$ cat src/rtl/vga_scanout_pkg.sv
// Shared 640x480@60 timing constants, framebuffer geometry and small helpers for the scanout.
// Pure declarations: no latency, no flow control.
package vga_scanout_pkg;

  localparam logic [9:0] H_ACTIVE     = 10'd640;
  localparam logic [9:0] H_FRONT      = 10'd16;
  localparam logic [9:0] H_SYNC       = 10'd96;
  localparam logic [9:0] H_BACK       = 10'd48;
  localparam logic [9:0] H_SYNC_START = H_ACTIVE + H_FRONT;
  localparam logic [9:0] H_SYNC_END   = H_SYNC_START + H_SYNC;
  localparam logic [9:0] H_TOTAL      = H_SYNC_END + H_BACK;

  localparam logic [9:0] V_ACTIVE     = 10'd480;
  localparam logic [9:0] V_FRONT      = 10'd10;
  localparam logic [9:0] V_SYNC       = 10'd2;
  localparam logic [9:0] V_BACK       = 10'd33;
  localparam logic [9:0] V_SYNC_START = V_ACTIVE + V_FRONT;
  localparam logic [9:0] V_SYNC_END   = V_SYNC_START + V_SYNC;
  localparam logic [9:0] V_TOTAL      = V_SYNC_END + V_BACK;

  localparam int SCALE_SHIFT = 2;
  localparam int FB_WIDTH    = 160;
  localparam int ADDR_W      = 15;
  localparam int COLOR_W     = 3;
  localparam int DAC_W       = 10;

  typedef logic [COLOR_W-1:0] color_t;
  typedef logic [ADDR_W-1:0]  fb_addr_t;

  typedef struct packed {
    logic hs_n;
    logic vs_n;
    logic active;
  } sync_t;

  localparam sync_t SYNC_IDLE = '{hs_n: 1'b1, vs_n: 1'b1, active: 1'b0};

  // by*160 + bx built from two shifts (128 + 32) so no multiplier is inferred.
  function automatic fb_addr_t fb_addr(input logic [7:0] bx, input logic [6:0] by);
    fb_addr_t y;
    y = fb_addr_t'(by);
    return (y << 7) + (y << 5) + fb_addr_t'(bx);
  endfunction

  function automatic color_t bar_index(input logic [9:0] h);
    color_t k;
    k = '0;
    for (int i = 1; i < 8; i++) begin
      if (h >= 10'(i * 80)) k = k + 3'd1;
    end
    return k;
  endfunction

endpackage

$ cat src/rtl/vga_scanout_timing_gen.sv
// Pixel-enable divider, h/v raster counters and raw (stage-0) sync, active and frame flags.
// Flags are combinational from the counters; counters advance on clocks where pix_en is high.
module vga_scanout_timing_gen
  import vga_scanout_pkg::*;
(
  input  logic        clk,
  input  logic        reset,
  output logic        pix_en,
  output logic [7:0]  bx,
  output logic [6:0]  by,
  output color_t      bar,
  output logic        hs_n,
  output logic        vs_n,
  output logic        active,
  output logic        frame_start,
  output logic        vblank
);

  logic [9:0] hcount;
  logic [9:0] vcount;

  always_ff @(posedge clk or posedge reset) begin
    if (reset) begin
      pix_en <= 1'b0;
      hcount <= '0;
      vcount <= '0;
    end else begin
      pix_en <= ~pix_en;
      if (pix_en) begin
        if (hcount == H_TOTAL - 10'd1) begin
          hcount <= '0;
          vcount <= (vcount == V_TOTAL - 10'd1) ? '0 : vcount + 10'd1;
        end else begin
          hcount <= hcount + 10'd1;
        end
      end
    end
  end

  assign hs_n        = ~((hcount >= H_SYNC_START) && (hcount < H_SYNC_END));
  assign vs_n        = ~((vcount >= V_SYNC_START) && (vcount < V_SYNC_END));
  assign active      = (hcount < H_ACTIVE) && (vcount < V_ACTIVE);
  assign vblank      = (vcount >= V_ACTIVE);
  assign frame_start = pix_en && (hcount == '0) && (vcount == '0);

  // Buffer coordinates only matter inside the active area, where vcount < 480 fits in [8:0].
  assign bx  = hcount[9:SCALE_SHIFT];
  assign by  = vcount[8:SCALE_SHIFT];
  assign bar = bar_index(hcount);

endmodule

$ cat src/rtl/vga_scanout.sv
// Framebuffer-to-VGA scanout: address issue at stage 0, colour/sync/blank registered one tick later.
// Outputs lag the counters by two pixel ticks; no backpressure. Optional bars: SCANOUT_TEST_PATTERN_EN.
module vga_scanout
  import vga_scanout_pkg::*;
(
  input  logic               clk,
  input  logic               reset,
  output logic [ADDR_W-1:0]  rd_addr,
  output logic               rd_en,
  input  logic [COLOR_W-1:0] rd_data,
  input  logic               test_pattern,
  output logic               frame_start,
  output logic               in_vblank,
  output logic               VGA_CLK,
  output logic               VGA_HS,
  output logic               VGA_VS,
  output logic               VGA_BLANK_N,
  output logic               VGA_SYNC_N,
  output logic [DAC_W-1:0]   VGA_R,
  output logic [DAC_W-1:0]   VGA_G,
  output logic [DAC_W-1:0]   VGA_B
);

  logic       pix_en;
  logic       active;
  logic       hs_n;
  logic       vs_n;
  logic [7:0] bx;
  logic [6:0] by;
  color_t     bar;
  logic       use_pat;
  fb_addr_t   addr_now;
  fb_addr_t   addr_q;
  sync_t      s1;
  sync_t      out_q;
  color_t     col_next;
  color_t     col_q;
  logic       vga_clk_q;

  vga_scanout_timing_gen u_timing (
    .clk         (clk),
    .reset       (reset),
    .pix_en      (pix_en),
    .bx          (bx),
    .by          (by),
    .bar         (bar),
    .hs_n        (hs_n),
    .vs_n        (vs_n),
    .active      (active),
    .frame_start (frame_start),
    .vblank      (in_vblank)
  );

  assign addr_now = fb_addr(bx, by);
  assign rd_en    = pix_en & active & ~use_pat;
  // Address is only meaningful with rd_en; otherwise present the last issued one.
  assign rd_addr  = rd_en ? addr_now : addr_q;

  always_ff @(posedge clk or posedge reset) begin
    if (reset) addr_q <= '0;
    else if (rd_en) addr_q <= addr_now;
  end

`ifdef SCANOUT_TEST_PATTERN_EN
  logic   s1_pat;
  color_t s1_bar;

  assign use_pat = test_pattern;

  always_ff @(posedge clk or posedge reset) begin
    if (reset) begin
      s1_pat <= 1'b0;
      s1_bar <= '0;
    end else if (pix_en) begin
      s1_pat <= test_pattern;
      s1_bar <= bar;
    end
  end

  assign col_next = !s1.active ? '0 : (s1_pat ? s1_bar : rd_data);
`else
  logic unused_pattern_inputs;

  assign unused_pattern_inputs = ^{test_pattern, bar};
  assign use_pat               = 1'b0;
  assign col_next              = s1.active ? rd_data : '0;
`endif

  // s1 holds stage-0 flags while the RAM read is in flight; out_q lines them up with rd_data.
  always_ff @(posedge clk or posedge reset) begin
    if (reset) begin
      s1        <= SYNC_IDLE;
      out_q     <= SYNC_IDLE;
      col_q     <= '0;
      vga_clk_q <= 1'b0;
    end else begin
      vga_clk_q <= pix_en;
      if (pix_en) begin
        s1    <= '{hs_n: hs_n, vs_n: vs_n, active: active};
        out_q <= s1;
        col_q <= col_next;
      end
    end
  end

  assign VGA_CLK     = vga_clk_q;
  assign VGA_HS      = out_q.hs_n;
  assign VGA_VS      = out_q.vs_n;
  assign VGA_BLANK_N = out_q.active;
  assign VGA_SYNC_N  = 1'b1;
  assign VGA_R       = {DAC_W{col_q[2]}};
  assign VGA_G       = {DAC_W{col_q[1]}};
  assign VGA_B       = {DAC_W{col_q[0]}};

endmodule

$ cat config.mk
export PLATFORM = sky130hd
export DESIGN_NAME = vga_scanout
export DESIGN_NICKNAME = d
export VERILOG_FILES = /design/src/rtl/vga_scanout_pkg.sv /design/src/rtl/vga_scanout_timing_gen.sv /design/src/rtl/vga_scanout.sv
export SDC_FILE = /design/constraint.sdc
export NUM_CORES = 1
export LEC_CHECK = 0
export ABC_AREA = 0
export BUFFER_PORTS_ARGS = -buffer_cell sky130_fd_sc_hd__buf_2
export CORE_ASPECT_RATIO = 1.4
export CORE_UTILIZATION = 50
export DETAILED_ROUTE_END_ITERATION = 6
export PLACE_DENSITY = 0.82
export SYNTH_ARGS = -nofsm -noshare
export SYNTH_HDL_FRONTEND = slang
export SYNTH_HIERARCHICAL = 1
export SYNTH_SLANG_ARGS = --single-unit
$ cat constraint.sdc
create_clock -name clk -period 3.76 [get_ports clk]
set_clock_uncertainty 0.2 [all_clocks]
set_input_delay 0.752 -clock clk [delete_from_list [all_inputs] [get_ports clk]]
set_output_delay 0.752 -clock clk [all_outputs]
set_load 0.02 [all_outputs]
# Word level (Yosys, flattened, before mapping)

Index checks and enable logic that the tools add are counted.

Register bits: 46
Output and inout bits: 53
Word-level logic and storage cells: 41
Input bits: 6

$add $sub $neg: 4
Equal/unequal tests: 2
Reduce and logical (&&, ||, !) cells: 8
$lt $le $gt $ge: 7
Mux-type cells: 4
Bitwise operators: 4

Operators with widths:

| operator                                                                              | count |
|---|---|
| 10-bit by 1-bit adder with 10-bit output (second input constant)                      | 2 |
| 10-bit equality test (second input constant)                                          | 2 |
| 10-bit by 9-bit greater-or-equal comparator with 1-bit output (second input constant) | 2 |
| 10-bit zero test                                                                      | 2 |
| 10-bit less-than comparator (second input constant)                                   | 2 |
| 10-bit by 9-bit less-than comparator with 1-bit output (second input constant)        | 2 |
| 10-bit 2-to-1 mux                                                                     | 2 |
| 14-bit by 12-bit adder with 15-bit output                                             | 1 |
| 15-bit by 8-bit adder with 15-bit output                                              | 1 |
| 15-bit 2-to-1 mux                                                                     | 1 |
| 10-bit greater-or-equal comparator (second input constant)                            | 1 |
| 1-bit logical AND                                                                     | 5 |
| 3-bit 2-to-1 mux                                                                      | 1 |
| 1-bit NOT                                                                             | 3 |
| 2-bit AND reduction                                                                   | 1 |
| 1-bit bitwise AND                                                                     | 1 |

# Logic depth before layout (Yosys ltp)

Word-level depth: 4
Gate-level depth with buffers: 9
Depth with buffers taken out: 8

# Hierarchy

The synthesis kept the hierarchy.

Modules (own cells, without submodules):

| module                 | area an instance (um^2) | sequential area each (um^2) | cells an instance | times used |
|---|---|---|---|---|
| vga_scanout_timing_gen | 1,695.4                 | 525.5                       | 200               | 1 |
| vga_scanout            | 1,576.5                 | 630.6                       | 144               | 1 |

# Worst setup path after synthesis

No wires, ideal clock.

Path kind: register to output
Start: reg u_timing.vcount[2]
End: out rd_addr[12]
Buffers on the path: 1
Path slack: 8 ps
Required time: 2,808 ps
Arrival time: 2,800 ps
Cell stages (with the launch flop): 10
Cell sequence: dfrtp_1 -> buf_4 -> inv_1 -> fa_1 -> inv_1 -> fa_1 -> a211oi_2 -> nor2_1 -> o31a_1 -> o31ai_1

Longest elaborated chain between the ends: 4
Elaborated cells between the ends (all ways): 6
Those cells by class: add/sub: 2; order compare: 1; mux: 1; bitwise: 1; reduce/logical: 1

Ends and longest elaborated chain:

| element                                                                                           | line                         | RTL |
|---|---|---|
| start, declared                                                                                   | vga_scanout_timing_gen.sv:20 | `logic [9:0] vcount;` |
| start signal, assigned                                                                            | vga_scanout_timing_gen.sv:32 | `vcount <= (vcount == V_TOTAL - 10'd1) ? '0 : vcount + 10'd1;` |
| parallel branches: the longest is 3 deep, another holds 14-bit by 12-bit adder with 15-bit output | n/a                          |  |
| 15-bit 2-to-1 mux *                                                                               | vga_scanout.sv:57            | `assign rd_addr = rd_en ? addr_now : addr_q;` |
| end, declared                                                                                     | vga_scanout.sv:8             | `output logic [ADDR_W-1:0] rd_addr,` |

Every way passes the cells marked *.

# Worst setup path in the final report

Start: reg u_timing.hcount[9]
End: out rd_addr[14]

Longest elaborated chain between the ends: 4
Elaborated cells between the ends (all ways): 5
Those cells by class: add/sub: 1; order compare: 1; mux: 1; bitwise: 1; reduce/logical: 1

Ends and longest elaborated chain:

| element                     | line                         | RTL |
|---|---|---|
| start, declared             | vga_scanout_timing_gen.sv:19 | `logic [9:0] hcount;` |
| start signal, assigned      | vga_scanout_timing_gen.sv:34 | `hcount <= hcount + 10'd1;` |
| 10-bit less-than comparator | vga_scanout_timing_gen.sv:42 | `assign active = (hcount < H_ACTIVE) && (vcount < V_ACTIVE);` |
| 1-bit logical AND           | vga_scanout_timing_gen.sv:42 |  |
| 1-bit bitwise AND           | vga_scanout.sv:55            | `assign rd_en = pix_en & active & ~use_pat;` |
| 15-bit 2-to-1 mux *         | vga_scanout.sv:57            |  |

Mark *: on every way between the ends. The rest lies on a longest branch, timed or not.

==> impl_summary.txt <==
----------------------------------------------------
[CTS]
  Clock tree from TritonCTS ... built
  Clock-pin slew reported for the worst setup and hold paths after clock tree synthesis ... 0.08 ns
  Clock latency on the worst-skew pair ... approximately 0.31 ns
  Inserted Clock Buffers ... 5
  Number of buffers on the longest clock path ... 2
  Maximum level of the CTS H-tree ... 2
  Buffer type at the clock tree root ... clkbuf_8
  Number of sinks driven by the clock tree ... 46

[Logic synthesis]
  Number of warnings printed during yosys synthesis ... 6
  Cells after synthesis ... roughly 280
  Synthesized area per cell ... 10.1 µm²
  Net count of the mapped netlist ... 309
  Cell area after synthesis ... roughly 2800 µm²

[Final layout]
  Post-route non-filler standard cell count ... 371
  Growth of design area from synthesis to finish ... 7.25%
  Fin util ... 55.7%
  Fill cells ... around 470
  Antenna cells ... 0
  Design area ... around 3100 µm²
  Share of cells above drive strength 1 ... between 30% and 40%
  Final-stage net count ... 328

[Placed design]
  Total half-perimeter wirelength after legalization and detailed placement ... between 3 and 4 mm
  GP Congestion ... 0.839
  Placed insts ... 360
  Placed standard-cell area ... 2900 µm²
  Input/output buffers ... 56
  Post-place setup slack ... about 0.16 ns

[Global route]
  Total routing resource utilization after global routing ... a little under a fifth
  Residual overflow from global routing ... 0
  Pin count of the biggest net entering global routing ... 26
  Initial antenna violation count ... 0
  Number of global-route vias before repair ... 1,924
  Global-route wire length before repair ... ~8.7 mm

[Power and ir drop]
  Part of the total power dissipated in combinational logic ... 5.6%
  Fraction of power spent switching nets ... between 20% and 30%
  Fraction of power consumed by the clock network ... approximately two fifths
  Flop pwr share ... 54.1%
  Worst vdd ir ... 0.000143 V
  Power density over cell area ... around 300 nW/µm²
  Leak Pwr ... between 1.5 and 2 nW
  Final Total Pwr ... 0.000924 W
  Net switching power ... around 0.00021 W
  Internal power ... roughly 0.00071 W

[Route]
  Final routed DRC violation total ... 0
  Final Routed Wirelength ... between 5 and 6 mm
  Number of vias in the routed layout ... approximately 2,000
  Number of iterations in the first detailed-routing pass ... 5
  Ratio of routed vias to standard cells ... 5.39
  DRT antenna net count ... 0
  Wirelength per Cell ... around 14 µm
  Violation count after the first detailed-routing iteration ... 72

[STA]
  Unrepaired setup endpoints after global routing ... true
  Transition at the pin with the smallest max-transition slack ... roughly 0.96 ns
  Final setup violation count ... 0
  Worst-case headroom to the max-slew limit ... 36.1%
  Share of the cycle needed by the critical path after routing ... roughly 100%
  Fin. Hold Viols ... 0
  Crit path time final ... between 3 and 4 ns
  Max-slew violations ... 0
  Worst Setup Slack, final ... 0.0675 ns
  Max Clock Freq ... about 0.27 GHz

[Hold path]
  Hold Path Class ... reg -> reg

[Worst setup path]
  Buffer and inverter count on the worst path ... 3
  Kind of cell adding the most delay to the critical path ... adder cells
  Critical path endpoint ... rd_addr[14]
  Peak per-stage delay on the critical path ... between 0.5 and 0.6 ns
  Cell count along the critical path ... 9
  Data arrival, critical path ... ~2.7 ns
  Worst setup EP type ... output port
  Highest fanout seen on the critical path ... 2
  Critical path, cell by cell ... inv_2 -> fa_1 -> inv_2 -> fa_2 -> a211oi_2 -> nor2_1 -> o31a_1 -> o31a_1 -> buf_6
  Setup slack of the most critical reg-to-reg path ... between 1 and 1.5 ns
  R2R depth ... 8
  Max stage delay cell, worst path ... fa_1
  Required @ worst endpoint ... 2.81 ns
  Start of the worst register-to-register path ... u_timing/hcount[9]
  Launching element type of the critical path ... register
  Crit Reg-Reg Endpoint ... addr_q[14]
  Critical path class ... reg -> out
  Worst setup path start ... u_timing/hcount[9]

[Run]
  Number of max-cap violations ... 0

[Floorplan]
  Horizontal die dimension ... about 66 µm
  DIE HEIGHT ... about 90 µm
  Die area ... 6010 µm²
  I/O pin count ... ~60
  Row count ... 32
  Initial core utilization ... 51.9%
  Core box area ... around 5500 µm²

[Run status]
  Outcome ... finished clean

----------------------------------------------------
[state kept, by name, indices dropped and copies added, names as in the netlist]
register         count
addr_q              15
VGA_CLK              1
u_timing/vcount     10
u_timing/pix_en      1
s1                   3
VGA_HS               1
VGA_VS               1
col_q                3
u_timing/hcount     10
VGA_BLANK_N          1
[worst register-to-register path, cell delays in order, from the launching register on]
cell and delay, ns:
dfrtp_1 0.38, inv_2 0.05, fa_1 0.56, inv_2 0.05, fa_2 0.38, a211oi_2 0.24
nor2_1 0.10, o31a_1 0.27, o31a_1 0.27
[layer usage]
| layer | track usage [%] | up-vias | wire length (µm) | share of wire (%) |
|---|---|---|---|---|
| met2 | 32.7 | 55 | 2690 | 52 |
| met1 | 21.8 | 967 | 2150 | 41 |
| met5 | 0 | - | 0 | 0 |
| li1 | - | 963 | - | - |
| met4 | 8.88 | 0 | 133 | 2.6 |
| met3 | 3.89 | 14 | 202 | 3.9 |
[what timing repair did]
action | in CTS | in global routing
pin swaps | 2 | 0
gates resized for setup | 2 | 7
buffers inserted | 0 | 3
hold buffers | 0 | 0
setup endpoints to repair | 2 | 13
[power by group through the flow]
stage               logic (W)  registers, W  clock network (W)
global route        0.0000574      0.000500           0.000404
detailed placement  0.0000533      0.000509                  0
floorplan           0.0000519      0.000512                  0
global placement    0.0000529      0.000509                  0
CTS                 0.0000534      0.000500           0.000381
finish              0.0000518      0.000499           0.000373
[per-stage QoR]
step	hold slack (ns)	TNS [ns]
5_1_grt	0.317	-0.0229
3_3_place_gp	0.257	0
6_report	0.293	0
3_5_place_dp	0.270	0
4_1_cts	0.287	0
2_1_floorplan	0.260	0
[layout make-up]
cell class	instances	area, µm²	share of cell area (%)
Multi-Input combinational cell	163	1260	41.2
Sequential cell	46	1160	37.8
Timing Repair Buffer	66	364	11.9
Tap cell	68	85.1	2.78
Inverter	20	78.8	2.58
Clock buffer	5	68.8	2.25
Clock inverter	3	43.8	1.43
[worst min-delay path by stage]
stage                    startpoint    endpoint  slack (ns)  depth (start not counted)
finish                   addr_q[10]  addr_q[10]        0.29                          2
global route              addr_q[3]   addr_q[3]        0.32                          1
CTS                      addr_q[12]  addr_q[12]        0.29                          2
global placement         addr_q[12]  addr_q[12]        0.26                          2
detailed placement       addr_q[12]  addr_q[12]        0.27                          2
floorplan           u_timing/pix_en     VGA_CLK        0.26                          0
[layout by cell type (no fill, tap or decap), types with 3 or more instances in the layout]
cell,count
ha_1,18
nor2_1,16
and3_1,3
clkbuf_8,5
mux2_2,14
buf_2,54
inv_1,17
a211oi_1,4
xnor2_1,12
a21o_1,3
nor3b_1,3
dfrtp_1,42
dfstp_2,4
xor2_1,4
nor4_1,3
nor3_1,4
buf_4,11
nand4_1,5
nor4b_1,3
nand3_1,7
nand2_1,15
o21ai_0,11
Power figures use the tool's default switching activity.
